===== src/rtl/l2_fifo_ctrl.sv =====
// rtl/l2_fifo_ctrl.sv - stream FIFO controller around a 16x48 registered-read L2 buffer RAM
module l2_fifo_ctrl #(
  parameter int DATA_W = 48,
  parameter int ADDR_W = 4
) (
  input  logic              clock,
  input  logic              reset_n,
  input  logic              flush,
  input  logic              in_valid,
  output logic              in_ready,
  input  logic [DATA_W-1:0] in_data,
  output logic              out_valid,
  input  logic              out_ready,
  output logic [DATA_W-1:0] out_data,
  output logic [ADDR_W+1:0] count,
  output logic [DATA_W-1:0] ram_data,
  output logic [ADDR_W-1:0] ram_wraddress,
  output logic              ram_wren,
  output logic [ADDR_W-1:0] ram_rdaddress,
  input  logic [DATA_W-1:0] ram_q
);

  localparam logic [ADDR_W:0] RAM_FULL = (ADDR_W+1)'(1 << ADDR_W);

  logic [ADDR_W-1:0] wr_ptr;
  logic [ADDR_W-1:0] rd_ptr;
  logic [ADDR_W:0]   ram_cnt;
  logic              rd_pend;
  logic [1:0]        buf_cnt;
  logic [DATA_W-1:0] buf0;
  logic [DATA_W-1:0] buf1;
  logic              out_valid_q;

  logic              push;
  logic              pop;
  logic              rd_go;
  logic [1:0]        buf_keep;
  logic [1:0]        buf_cnt_nxt;

  // Handshakes, read issue and RAM port drive; the prefetch window counts the
  // read already in flight so the two-entry buffer can never overflow.
  always_comb begin
    in_ready      = (ram_cnt != RAM_FULL) & ~flush;
    push          = in_valid & in_ready;
    pop           = out_valid_q & out_ready;
    buf_keep      = buf_cnt - {1'b0, pop};
    rd_go         = (ram_cnt != '0)
                  & (({1'b0, buf_keep} + {2'b00, rd_pend}) < 3'd2)
                  & ~flush;
    buf_cnt_nxt   = buf_keep + {1'b0, rd_pend};
    ram_wren      = push & reset_n;
    ram_data      = in_data;
    ram_wraddress = wr_ptr;
    ram_rdaddress = rd_ptr;
    out_valid     = out_valid_q;
    out_data      = buf0;
    count         = {1'b0, ram_cnt}
                  + {{(ADDR_W+1){1'b0}}, rd_pend}
                  + {{ADDR_W{1'b0}}, buf_cnt};
  end

  // Pointers, occupancy and prefetch buffer; reset and flush share one clear path
  // and drop whatever word the RAM is returning this cycle.
  always_ff @(posedge clock) begin
    if (!reset_n || flush) begin
      wr_ptr      <= '0;
      rd_ptr      <= '0;
      ram_cnt     <= '0;
      rd_pend     <= 1'b0;
      buf_cnt     <= 2'd0;
      buf0        <= '0;
      buf1        <= '0;
      out_valid_q <= 1'b0;
    end else begin
      if (push) wr_ptr <= wr_ptr + ADDR_W'(1);
      if (rd_go) rd_ptr <= rd_ptr + ADDR_W'(1);
      rd_pend <= rd_go;
      if (push && !rd_go) ram_cnt <= ram_cnt + (ADDR_W+1)'(1);
      else if (!push && rd_go) ram_cnt <= ram_cnt - (ADDR_W+1)'(1);
      buf_cnt     <= buf_cnt_nxt;
      out_valid_q <= (buf_cnt_nxt != 2'd0);
      if (pop && buf_cnt == 2'd2) buf0 <= buf1;
      if (rd_pend) begin
        if (buf_keep == 2'd0) buf0 <= ram_q;
        else buf1 <= ram_q;
      end
    end
  end

endmodule


===== config.mk =====
export PLATFORM = sky130hd
export DESIGN_NAME = l2_fifo_ctrl
export DESIGN_NICKNAME = d
export VERILOG_FILES = /design/src/rtl/l2_fifo_ctrl.sv
export SDC_FILE = /design/constraint.sdc
export NUM_CORES = 1
export LEC_CHECK = 0
export CAP_MARGIN = 20
export CORE_MARGIN = 4
export CORE_UTILIZATION = 39
export CTS_CLUSTER_DIAMETER = 100
export CTS_CLUSTER_SIZE = 20
export DETAILED_ROUTE_END_ITERATION = 8
export PLACE_DENSITY = 0.77
export SKIP_CTS_REPAIR_TIMING = 1
export SLEW_MARGIN = 20
export SYNTH_ARGS = -nofsm -noshare
export SYNTH_HDL_FRONTEND = slang
export SYNTH_SLANG_ARGS = --single-unit

===== constraint.sdc =====
create_clock -name clock -period 3.1 [get_ports clock]
set_input_delay 0.62 -clock clock [delete_from_list [all_inputs] [get_ports clock]]
set_output_delay 0.62 -clock clock [all_outputs]
set_load 0.01 [all_outputs]

==> flow_summary_export.csv, run 1 <==
group,metric,value,unit
drt,drc,0,
setup_path,crit_chain,"clkdlybuf4s50_1 -> and2_4 -> ha_4 -> inv_2 -> ha_2 -> inv_2 -> ha_4 -> o21ai_4 -> or2_4 -> ha_4 -> inv_6 -> buf_4 -> ha_1 -> a21o_1 -> a21oi_2 -> or4_1 -> nand3_1",
synth,synth_top_family_by_area,"multiplexers",
drt,drt-pass1-iter-count,4,
setup_path,cp_max_fo,5,
layout,fin_nets,718,
global_routing,antenna_found_initial,0,
cts,htreeDepth,4,
setup_path,r2r_start,"buf_cnt[0]",
drt,wl_met2,6057,µm
synth,synth_adder_area_share,3.565,%
pwr,p_sw,1033,µW
setup_path,worstSetupPathType,"input port to flop",
synth,syn_nets,645,
sta,final.min_clock_period,3.058,ns
drt,initialDrtViolationCount,188,
synth,ys_seq_area_share,43.56,%
hold_path,hold_path_class,"flop to flop",
synth,ys_types,35,
synth,synth_top_cell_area_share,43.56,%
pwr,pwr-share-clk,46.8,%
layout,syn_to_final_growth,34.45,%
layout,antenna_cells,0,
layout,fillers,1081,
outcome,outcome,"complete, no violations",
setup_path,critPathLaunchType,"input port",
layout,seqCellArea,0.002265,mm²
setup_path,worstPathArrival,3.39,ns
sta,finalHoldViolations,0,
setup_path,regToRegSetupSlack,0.35,ns
synth,synth-xor-area-share,1.831,%
synth,syn_area_per_cell,9.781,µm²
global_routing,grt_pass1_wl,19640,µm
pwr,power.total,4243,µW
setup_path,crit-reg2reg-capture,"ram_cnt[3]",
floorplanning,coreArea,0.01282,mm²
hold_path,worstHoldPathCells,2,
synth,synth_compound_area_share,9.805,%
cts,tritoncts,"yes",
synth,ys_seq_elements,113,
hold_path,min_to,"ram_rdaddress[3]",
drt,maxUsedRoutingLayer,"met4",
setup_path,worst-path-buf-inv,5,
synth,syn_inst,531,
layout,multi_input_comb_area,0.002460,mm²
synth,synth_mux_area_share,18.89,%
setup_path,required,3.43,ns
drt,viasPerCell,5.029,
placed_design,port_buffers,117,
pwr,powerDensity,607.6,mW/mm²
sta,slew-limit-headroom,68.12,%
global_routing,grt-ovfl-total,0,
cts,clockBufferDepth,2,
sta,fin_ws,0.04231,ns
setup_path,worst_path_max_delay_cell,"or4_1",
global_routing,track_usage,16.31,%
sta,setup_viol,0,
setup_path,r2r_cells,16,
global_routing,grt_pass1_vias,4235,
sta,drv_slew,0,
cts,root_buffer,"clkbuf_16",
cts,insertion_delay,0.40,ns
drt,dr_wl_met3,707,µm
placed_design,dpl_worst_slack,-0.5441,ns
pwr,comb_power_share,16.2,%
pwr,ir_worst_vdd,435.1,µV
sta,worstMarginPinSlew,0.4743,ns
sta,fin_skew,0.008262,ns
synth,synth_top_area_cell,"dfxtp_1",
drt,vias,3968,
cts,clock-sinks,113,
setup_path,cp_top_family,"adder cells",
pwr,switching_share,24.34,%
setup_path,critPathMostFrequentCell,"ha_4",
floorplanning,die-area,0.01523,mm²
global_routing,grt_max_degree,55,
floorplanning,initial_core_util,40.50,%
placed_design,post-dp-hpwl,8505,µm
synth,synth_area_leaders,"dfxtp_1 44%, mux2i_1 19%, nor2_1 8.0%",
cts,cts_made_buffers,17,
drt,drt-wirelength-per-cell,15.56,µm
sta,fmax,0.3270,GHz
hold_path,min_from,"ram_rdaddress[3]",
floorplanning,io_pins,214,
layout,layout-drive-gt1-share,12.80,%
drt,drt-total-wl,12280,µm
placed_design,routabilityCongestion,0.7682,
layout,final_common_cell,"clkdlybuf4s50_1",
setup_path,endpoint_kind,"flop",
floorplanning,die_y,123.4,µm
synth,syn_area,0.005194,mm²
run,maxCapViolations,0,
floorplanning,fp-row-count,41,
sta,min_period_over_period,98.64,%
floorplanning,dieWidth,123.4,µm
layout,layout_common_cells,"115 x clkdlybuf4s50_1, 111 x nor2_1, 111 x dfxtp_1, 98 x mux2i_1, 48 x a211oi_1",
pwr,leakage,0.002795,µW
synth,yosys.area_share.simple,11.06,%
cts,clk_pin_slew,0.05,ns
pwr,pwr-share-seq,37.0,%
synth,synth_warnings,0,
drt,ant_nets,0,
pwr,p_int,3210,µW
drt,drt-met1-wl,5259,µm
setup_path,worst_path_largest_cell_delay,0.51,ns
power groups by stage:
stage | Clock, µW | Combinational, µW | Sequential, µW
2_1_floorplan | 0 | 398 | 1600
3_3_place_gp | 0 | 622 | 1590
3_5_place_dp | 0 | 646 | 1600
4_1_cts | 2030 | 654 | 1570
5_1_grt | 2110 | 749 | 1580
6_report | 1980 | 687 | 1570
how the worst max path moves through the flow:
| stage | start | end | depth (start not counted) |
|---|---|---|---|
| floorplan | out_ready | ram_cnt[4] | 15 |
| global placement | out_ready | ram_cnt[4] | 16 |
| detailed placement | out_ready | ram_cnt[4] | 16 |
| CTS | out_ready | ram_cnt[4] | 16 |
| global route | out_ready | ram_cnt[3] | 17 |
| finish | out_ready | ram_cnt[3] | 17 |
final cells by class:
type	instances	area share (%)
well taps	172	3.082
clock inverters	10	1.881
inverters	11	0.6630
clock buffers	22	6.934
flip-flops and latches	113	32.43
repair buffers	136	19.78
multi-input cells	325	35.23
tightest hold or removal path: cells and delay by family (launching register included):
kind	cells	cell delay, ns
and+or+nand+nor	1	0.05
DFF	1	0.32
AOI/OAI and AO/OA	1	0.08
kinds of logic after synthesis:
family                   count (synthesis)
AND/OR/NAND/NOR                        137
adder cells (fa/ha/maj)                 13
multiplexers                            98
flip-flops                             113
AO/OA/AOI/OAI                           67
XOR/XNOR                                10
buffers and inverters                   93
sequential cells by signal, indices dropped and copies added, names as in the netlist:
name / cells
rd_pend: 1
ram_wraddress: 4
out_data: 48
ram_cnt: 5
buf1: 48
buf_cnt: 2
out_valid: 1
ram_rdaddress: 4
synth_stat cells:
master,number
dfxtp_1,113
nor2b_1,1
a21oi_2,1
a211oi_1,49
nor4_2,1
xnor2_1,5
o211ai_1,2
nand2b_1,2
ha_1,10
a2111oi_2,1
inv_1,11
buf_4,52
xor2_1,4
buf_2,10
a21oi_1,7
a21o_1,1
a211o_1,1
nand4b_1,1
nand2_1,3
buf_6,4
xnor2_2,1
fa_1,3
buf_1,3
or2_2,1
o21ai_0,1
o21ai_4,1
clkbuf_1,13
a211oi_2,1
a31o_2,2
nand3_1,11
nor2_1,111
and2_1,3
or4_4,1
mux2i_1,98
or4_1,2
metal layers:
layer	global-route usage (%)	vias to the layer above
li1	-	1937
met3	5.627	31
met5	0	-
met1	18.29	1896
met4	7.820	0
met2	27.62	104
through the flow:
| step | TNS [ns] | util, % | cells | area [µm²] | hold WS, ns |
|---|---|---|---|---|---|
| 6_report | 0 | 54.45 | 789 | 6983 | 0.4939 |
| 5_1_grt | -0.01864 | 54.45 | 789 | 6983 | 0.5246 |
| 4_1_cts | -0.4627 | 53.74 | 788 | 6892 | 0.4915 |
| 3_5_place_dp | -1.711 | 48.94 | 756 | 6276 | 0.4848 |
| 3_3_place_gp | -1.263 | 48.94 | 756 | 6276 | 0.4712 |
| 2_1_floorplan | 0 | - | 531 | 5197 | 0.4596 |
Power figures use the tool's default switching activity.
==> inputs of run 2 (changes only) <==
- CELL_PAD_IN_SITES_DETAIL_PLACEMENT: not set -> 1
- CELL_PAD_IN_SITES_GLOBAL_PLACEMENT: not set -> 1
- CORE_UTILIZATION: 39 -> 29
- CTS_BUF_LIST: not set -> sky130_fd_sc_hd__clkbuf_4
- PLACE_DENSITY: 0.77 -> not set
- PLACE_DENSITY_LB_ADDON: not set -> 0.1
==> run 2 against run 1 <==
Against the previous run: combinational power is essentially flat; critical path depth fell by 1; sequential share of layout area increased by 1.2 points; highest routed layer unchanged; register-to-register slack worse by 0.11 ns; critical path type unchanged; final cell count grew 7.0%.
==> flow_summary_export.csv, run 2 (same netlist as run 1, synthesis figures left out) <==
group,metric,value,unit
outcome,outcome,"complete, no violations",
pwr,leakage,0.002723,µW
sta,finalHoldViolations,0,
setup_path,cp-startpoint,"out_ready",
global_routing,track_usage,14.07,%
setup_path,critPathLaunchType,"input port",
global_routing,grt-ovfl-total,0,
sta,fmax,0.3290,GHz
drt,drc,0,
layout,layout_common_cells,"112 x dfxtp_1, 112 x clkdlybuf4s50_1, 111 x nor2_1, 98 x mux2i_1, 48 x a211oi_1",
cts,tritoncts,"yes",
drt,drt-pass1-iter-count,4,
cts,cts_made_buffers,17,
drt,drt-wirelength-per-cell,16.37,µm
global_routing,antenna_found_initial,1,
sta,setup_viol,0,
cts,clk_pin_slew,0.10,ns
floorplanning,dieWidth,141.8,µm
setup_path,r2r_start,"out_valid",
drt,viasPerCell,4.745,
layout,instances_no_fill,844,
global_routing,grt_max_degree,42,
global_routing,grt_pass1_wl,22690,µm
drt,initialDrtViolationCount,162,
setup_path,worst-path-buf-inv,4,
floorplanning,initial_core_util,29.82,%
hold_path,min_from,"ram_rdaddress[3]",
placed_design,placed_cells,809,
hold_path,worstHoldPathCells,2,
sta,worstMarginPinSlew,0.5740,ns
setup_path,worst_path_largest_cell_delay,0.39,ns
cts,insertion_delay,0.51,ns
setup_path,cp_top_family,"adder cells",
hold_path,min_to,"ram_rdaddress[3]",
pwr,pwr-share-clk,34.7,%
cts,htreeDepth,4,
sta,min_period_over_period,98.06,%
hold_path,hold_path_class,"flop to flop",
cts,clockBufferDepth,2,
floorplanning,die-area,0.02011,mm²
global_routing,grt_pass1_vias,4427,
setup_path,r2r_cells,15,
floorplanning,io_pins,214,
setup_path,required,3.56,ns
layout,syn_to_final_growth,29.66,%
drt,ant_nets,0,
setup_path,worstPathArrival,3.50,ns
floorplanning,coreArea,0.01742,mm²
sta,fin_skew,0.01440,ns
placed_design,routabilityCongestion,0.7170,
sta,slew-limit-headroom,61.65,%
layout,fin_util,38.66,%
drt,drt-total-wl,13810,µm
pwr,powerDensity,512.4,mW/mm²
setup_path,crit-reg2reg-capture,"ram_cnt[4]",
cts,clock-sinks,113,
pwr,p_sw,957.1,µW
pwr,switching_share,27.74,%
layout,layout-drive-gt1-share,11.35,%
placed_design,post-dp-hpwl,9468,µm
sta,drv_slew,0,
setup_path,worst_path_max_delay_cell,"clkdlybuf4s50_1",
setup_path,worstSetupPathType,"input port to flop",
setup_path,regToRegSetupSlack,0.24,ns
drt,vias,4005,
run,maxCapViolations,0,
setup_path,cp_max_fo,5,
pwr,pwr-share-seq,45.4,%
cts,root_buffer,"clkbuf_4",
floorplanning,die_y,141.8,µm
setup_path,endpoint_kind,"flop",
pwr,p_int,2494,µW
pwr,comb_power_share,19.9,%
placed_design,port_buffers,117,
setup_path,crit_chain,"clkdlybuf4s50_1 -> and2_4 -> ha_4 -> inv_1 -> ha_1 -> inv_1 -> ha_4 -> o21ai_4 -> or2_2 -> ha_2 -> inv_4 -> fa_2 -> nand3_1 -> a211o_1 -> a211oi_2 -> a31o_2",
floorplanning,fp-row-count,48,
pwr,ir_worst_vdd,243.0,µV
layout,fin_nets,718,
sta,final.min_clock_period,3.040,ns
## run 2: changes by cell type in the layout (fill, tap and decap cells not counted), sizes merged
cell / before / now
clkbuf: 22 / 18
clkdlybuf4s50: 115 / 112
clkinv: 6 / 9
dlymetal6s2s: 2 / 5
diode: 0 / 2
bufinv: 3 / 4
## run 2: worst register-to-register path, cell delays in order (launching register included)
cell	delay, ns
dfxtp_1	0.32
and2_4	0.16
ha_4	0.26
inv_1	0.04
ha_1	0.16
inv_1	0.09
ha_4	0.15
o21ai_4	0.05
or2_2	0.29
ha_2	0.20
inv_4	0.09
fa_2	0.21
nand3_1	0.11
a211o_1	0.34
a211oi_2	0.22
a31o_2	0.12
## run 2: worst max path at each step
stage | slack, ns | to | cells after the start
floorplan | 0.003 | ram_cnt[4] | 15
global placement | -0.46 | ram_cnt[4] | 16
detailed placement | -0.53 | ram_cnt[4] | 16
CTS | -0.31 | count[4] | 7
global route | -0.04 | ram_cnt[4] | 16
finish | 0.06 | ram_cnt[4] | 16
## run 2: layer usage
metal	up-vias	share of wire, %	GRT usage [%]
met1	1948	44	16.40
met2	101	49	24.31
met4	0	1.6	5.000
met5	-	0	0
li1	1932	-	-
met3	24	5.1	4.382
## run 2: layout make-up
class / count / area, µm²
repair buffers: 136 / 1389
clock inverters: 14 / 170.2
flip-flops and latches: 113 / 2263
diodes: 2 / 5.005
fillers: 1959 / 10680
well taps: 225 / 281.5
clock buffers: 18 / 135.1
inverters: 11 / 43.79
multi-input cells: 325 / 2446
## run 2: power groups by stage
| stage | Clock (µW) | Sequential [µW] | Combinational, µW |
|---|---|---|---|
| final | 1200 | 1560 | 687 |
| after global routing | 1320 | 1570 | 757 |
| after floorplan | 0 | 1600 | 398 |
| after detailed placement | 0 | 1600 | 672 |
| after global placement | 0 | 1600 | 656 |
| after CTS | 1250 | 1560 | 678 |
## run 2: through the flow
| stage | cell area (µm²) | setup TNS, ns | power (µW) | worst slack, ns | hold slack [ns] |
|---|---|---|---|---|---|
| 2_1_floorplan | 5197 | 0 | 1995 | 0.002944 | 0.4596 |
| 5_1_grt | 6734 | -0.04070 | 3653 | -0.04070 | 0.5348 |
| 6_report | 6734 | 0 | 3451 | 0.06025 | 0.4964 |
| 4_1_cts | 6648 | -0.8097 | 3492 | -0.3098 | 0.5048 |
| 3_3_place_gp | 6342 | -1.328 | 2252 | -0.4612 | 0.4715 |
| 3_5_place_dp | 6342 | -1.525 | 2269 | -0.5266 | 0.4844 |
